**src/rtl/systolic_pkg.sv**
```systemverilog
// Shared types and defaults for the systolic array sequencer.
// Holds the state encoding and the per-lane feed window test.
package systolic_pkg;

   localparam int DIM_DEF  = 4;
   localparam int KMAX_DEF = 16;

   typedef enum logic [1:0] {
      ST_IDLE,
      ST_FEED,
      ST_DRAIN,
      ST_DONE
   } state_e;

   // Lane carries data while t is inside [lane, lane+k).
   function automatic logic lane_on(
      input int t,
      input int k,
      input int lane
   );
      return (t >= lane) && (t < lane + k);
   endfunction

endpackage

```
**src/rtl/systolic_lane_mask.sv**
```systemverilog
// Skewed lane-enable mask from the feed counter and inner dimension.
// Also used by the operand-buffer address generator.
module systolic_lane_mask
   import systolic_pkg::*;
#(
   parameter int DIM = DIM_DEF,
   parameter int CW  = 5,
   parameter int KW  = 5
) (
   input  logic [CW-1:0]  feed_t,
   input  logic [KW-1:0]  k,
   output logic [DIM-1:0] lane_en
);

   always_comb begin
      lane_en = '0;
      for (int i = 0; i < DIM; i++) begin
         lane_en[i] = lane_on(32'(feed_t), 32'(k), i);
      end
   end

endmodule

```
**src/rtl/systolic_ctrl.sv**
```systemverilog
// Feed/flush/drain sequencer for the DIM x DIM output-stationary array.
// Only output_sign and lane_en are combinational; the rest are flops.
module systolic_ctrl
   import systolic_pkg::*;
#(
   parameter int DIM  = DIM_DEF,
   parameter int KMAX = KMAX_DEF,
   parameter int CW   = $clog2(KMAX + 2 * DIM)
) (
   input  logic                       clk,
   input  logic                       rst,
   input  logic                       start,
   input  logic [$clog2(KMAX+1)-1:0]  k_len,
   input  logic                       out_ready,
   output logic                       busy,
   output logic                       done,
   output logic [CW-1:0]              feed_t,
   output logic [DIM-1:0]             lane_en,
   output logic                       output_sign,
   output logic                       out_valid,
   output logic [$clog2(DIM)-1:0]     out_row
);

   localparam int KW = $clog2(KMAX + 1);
   localparam int RW = $clog2(DIM);
   localparam int DW = $clog2(DIM + 1);

   state_e          state_q, state_d;
   logic [CW-1:0]   feed_t_q, feed_t_d;
   logic [KW-1:0]   k_q, k_d;
   logic [DW-1:0]   d_q, d_d;
   logic            busy_q, busy_d;
   logic            done_q, done_d;
   logic            out_valid_q, out_valid_d;
   logic [RW-1:0]   out_row_q, out_row_d;
   logic [CW:0]     feed_last;
   logic [DIM-1:0]  mask;

   systolic_lane_mask #(
      .DIM (DIM),
      .CW  (CW),
      .KW  (KW)
   ) u_mask (
      .feed_t  (feed_t_q),
      .k       (k_q),
      .lane_en (mask)
   );

   // Last feed index is K+2*DIM-3; one spare bit keeps the sum exact.
   assign feed_last = (CW+1)'(k_q) + (CW+1)'(2 * DIM - 3);

   always_comb begin
      state_d     = state_q;
      feed_t_d    = feed_t_q;
      k_d         = k_q;
      d_d         = d_q;
      output_sign = 1'b0;
      unique case (state_q)
         ST_IDLE: begin
            if (start) begin
               state_d  = ST_FEED;
               feed_t_d = '0;
               d_d      = '0;
               k_d      = (k_len > KW'(KMAX)) ? KW'(KMAX) : k_len;
            end
         end
         ST_FEED: begin
            feed_t_d = feed_t_q + 1'b1;
            if ({1'b0, feed_t_q} == feed_last) begin
               state_d  = ST_DRAIN;
               feed_t_d = '0;
               d_d      = '0;
            end
         end
         ST_DRAIN: begin
            output_sign = out_ready;
            if (out_ready) begin
               d_d = d_q + 1'b1;
               if (d_q == DW'(DIM - 1)) begin
                  state_d = ST_DONE;
               end
            end
         end
         ST_DONE: begin
            state_d = ST_IDLE;
         end
         default: begin
            state_d = ST_IDLE;
         end
      endcase

      busy_d      = (state_d == ST_FEED) || (state_d == ST_DRAIN);
      done_d      = (state_d == ST_DONE);
      out_valid_d = (state_d == ST_DRAIN);
      out_row_d   = '0;
      if (state_d == ST_DRAIN) begin
         out_row_d = RW'(DIM - 1) - RW'(d_d);
      end
   end

   always_ff @(posedge clk or posedge rst) begin
      if (rst) begin
         state_q     <= ST_IDLE;
         feed_t_q    <= '0;
         k_q         <= '0;
         d_q         <= '0;
         busy_q      <= 1'b0;
         done_q      <= 1'b0;
         out_valid_q <= 1'b0;
         out_row_q   <= '0;
      end else begin
         state_q     <= state_d;
         feed_t_q    <= feed_t_d;
         k_q         <= k_d;
         d_q         <= d_d;
         busy_q      <= busy_d;
         done_q      <= done_d;
         out_valid_q <= out_valid_d;
         out_row_q   <= out_row_d;
      end
   end

   assign lane_en   = (state_q == ST_FEED) ? mask : '0;
   assign busy      = busy_q;
   assign done      = done_q;
   assign feed_t    = feed_t_q;
   assign out_valid = out_valid_q;
   assign out_row   = out_row_q;

endmodule

```
**config.mk**
```make
export PLATFORM = sky130hd
export DESIGN_NAME = systolic_ctrl
export DESIGN_NICKNAME = d
export VERILOG_FILES = /design/src/rtl/systolic_pkg.sv /design/src/rtl/systolic_lane_mask.sv /design/src/rtl/systolic_ctrl.sv
export SDC_FILE = /design/constraint.sdc
export NUM_CORES = 1
export LEC_CHECK = 0
export ABC_AREA = 0
export BUFFER_PORTS_ARGS = -buffer_cell sky130_fd_sc_hd__buf_2
export CORE_MARGIN = 2
export CORE_UTILIZATION = 57
export DETAILED_ROUTE_END_ITERATION = 12
export GPL_TIMING_DRIVEN = 0
export PLACE_DENSITY = 0.79
export SYNTH_ARGS = -nofsm -noshare
export SYNTH_HDL_FRONTEND = slang
export SYNTH_HIERARCHICAL = 1
export SYNTH_SLANG_ARGS = --single-unit
```
**constraint.sdc**
```tcl
create_clock -name clk -period 3.1 [get_ports clk]
set_input_delay 0.155 -clock clk [delete_from_list [all_inputs] [get_ports clk]]
set_output_delay 0.155 -clock clk [all_outputs]
set_load 0.005 [all_outputs]
```
==> results.md <==
* Status: finished clean
* Worst Setup End Kind: flop
* Core footprint at approximately 2800 um^2
* DR vias/cell at 5.82
* Setup clock skew after layout at roughly 0.0015 ns
* Crit path kind: reg -> reg
* Routed wire length per instance at between 10 and 15 um
* Rel. slew slack at 0.492
* Min-Delay Startpoint: k_len[2]
* Placed cell area at 1800 um^2
* Clk sinks at 20
* Initial core utilization at 0.595
* Worst Hold Class: in -> reg
* First-pass GRT wire length at slightly above 6000 um
* Die Height at 57.7 um
* Flop pwr share at 0.305
* Cell area after synthesis at 1640 um^2
* 1st-iter DRT viols at 34
* Net Sw Frac at 0.475
* Yosys top cell area share at 0.305
* Routed vias at 1374
* DPL Wire Length at 2630 um
* Layout area overhead at 11.4%
* Post-route minimum period at 2.76 ns
* Inserted Clock Buffers at 3
* Reg2reg end: out_row[0]
* Maximum VDD drop at 0.698 mV
* Longest Clk Path Bufs at 2
* Total negative setup slack at 0 ns
* CP required at 3.30 ns
* Max-slew violations at 0
* Routed wire length at 3450 um
* I/O pin count at 24
* FF-to-FF Start: k_q[0]
* CP Max Fanout at 12
* GP Congestion at 0.861
* Worst Hold Slack at between 0.1 and 0.15 ns
* Layout cells sized above 1 at 0.161
* Post-synthesis async set-or-reset flop share at 1.00
* Fmax at 362 MHz
* RSZ-0062 raised after global routing: no
* Port-buffer cells at 23
* Initial antenna violation count at 0
* Hold Crit Depth at 3
* R2R cell count at 9
* Max-cap violations at 0
* Yosys reg bits at 20
* Power per cell area at 990 nW/um^2
* Hold endpoint: k_q[2]
* Worst slew pin tran at 0.762 ns
* ANT cells at 0
* All-Layer GR Usage at 0.231
* Design Area, Final at 1830 um^2
* Root Buffer: clkbuf_4
* Most common cell in the netlist: ha_1
* Util after Layout at 0.663
* Commonest cells post-synth: ha_1 (26), dfrtp_1 (20), nand2_1 (18), inv_1 (12), o21ai_0 (12)
* CP startpoint kind: flop
* Area contributors post-synth: dfrtp_1 (30%), ha_1 (20%), xnor2_1 (5.9%)
* Final Hold Vio Count at 0
* Comb power frac at 0.630
* TritonCTS clock tree: yes
* Htree depth at 1
* Site Rows at 19
* Synth warnings at 6
* Top FF cell, synth: dfrtp_1
* Sw Pwr at between 0.0008 and 0.0009 W
* Setup violators final at 0
* Layout net count at 242
* Synth cell types at 40
* DR pass1 iterations at 4
* Clk pwr share at 0.065
* Final ANT Viol Nets at 0
* Synth area leader: dfrtp_1
* Largest net degree at the start of global routing at 21
* R2r setup slk at 0.34 ns
* Seq/Total Area, Yosys at 0.305
* Syn_area_per_cell at 9.22 um^2
* CP arrival at between 2 and 3 ns
* Int Pwr at 0.000950 W
* Full die area at 3330 um^2
* Clock-pin slew on the worst setup and hold paths at 0.10 ns
* Cells after Synth at 178
* Grt total ovfl at 0
* Post-Synthesis Net Count at between 200 and 250
* Clk Latency, worst-skew pair at 0.29 ns
* Vias in the first global route at 1440
* Post-synth EDFFs at 0
* Final Power at between 0.0015 and 0.002 W
* Final period util at 0.891
* Pleak at a little over 0.9 nW
* Residual DRC count at 0
* Die Wd at 57.7 um
## area by class of cell
cell class	count	area, um^2
sequential	20	500
timing repair buffer	24	125
inverter	13	48.8
buffer	3	11.3
clock buffer	3	22.5
tap	31	38.8
multi-input combinational	142	1080
fill	225	930
## cells by family (layout without fill, tap and decap cells)
kind of cell,count (synthesis),count (layout),share of synthesized area
simple gates,57,57,0.196
compound gates,41,41,0.167
fa+ha+maj,26,26,0.198
flops,20,20,0.305
xor+xnor,17,17,0.0907
buf+inv,16,43,0.0366
mux,1,1,0.00686
## power groups by stage
stage | registers (W) | clock network, W | logic [W]
2_1_floorplan | 0.000500 | 0 | 0.000858
6_report | 0.000552 | 0.000117 | 0.00114
3_5_place_dp | 0.000556 | 0 | 0.00114
4_1_cts | 0.000551 | 0.000121 | 0.00115
5_1_grt | 0.000570 | 0.000131 | 0.00130
3_3_place_gp | 0.000543 | 0 | 0.00107
## sequential cells by signal, summed over array words and instances, names as in the netlist
| name | cells |
|---|---|
| d_q | 3 |
| k_q | 5 |
| out_row | 2 |
| out_valid | 1 |
| done | 1 |
| busy | 1 |
| state_q | 2 |
| feed_t | 5 |
## per-stage QoR
step | std cells | worst slack [ns]
CTS | 236 | 0.351
detailed placement | 232 | 0.379
global placement | 232 | 0.440
global route | 236 | 0.149
floorplan | 178 | 0.754
finish | 236 | 0.339
## metal layers
metal  vias up  global-route usage  wire [um]
met2        18               0.435       1860
li1        685                   -          -
met5         -                   0          0
met3         4              0.0201         71
met4         0              0.0864         38
met1       667               0.271       1480
## cell usage in the layout, fill, tap and decap left out, types with 3 or more instances in the layout
| master | instances |
|---|---|
| ha_1 | 26 |
| nand2b_1 | 8 |
| nor2_1 | 3 |
| o21ai_1 | 3 |
| a21oi_1 | 7 |
| nand3_1 | 6 |
| nor3_1 | 4 |
| xor2_1 | 6 |
| xnor2_1 | 11 |
| inv_1 | 12 |
| dfrtp_1 | 20 |
| clkbuf_1 | 3 |
| clkbuf_4 | 3 |
| o21ai_0 | 12 |
| buf_2 | 23 |
| and2_1 | 5 |
| nand2_1 | 18 |
| nor2b_1 | 3 |
| a22oi_1 | 4 |
## critical path, stage by stage (launching register included)
cell      delay (ns)
dfrtp_1         0.54
ha_1            0.30
o21ai_0         0.24
xnor2_1         0.14
nor4_4          0.49
nand2b_1        0.25
and3_1          0.19
ha_1            0.20
inv_1           0.07
o32ai_1         0.26
## what timing repair did
action / 4_1_cts / 5_1_grt
endpoints found under the hold margin: 20 / 0
buffers inserted: 0 / 0
gates resized for setup: 0 / 0
hold buffers: 1 / 0
## how the worst max path moves through the flow
stage,slack [ns],end,startpoint
CTS,0.35,out_row[0],k_q[0]
global placement,0.44,out_row[0],k_q[0]
detailed placement,0.38,out_row[0],k_q[0]
finish,0.34,out_row[0],k_q[0]
global route,0.15,out_row[0],k_q[0]
floorplan,0.75,out_row[0],k_q[0]
(Power assumes the default switching activity.)
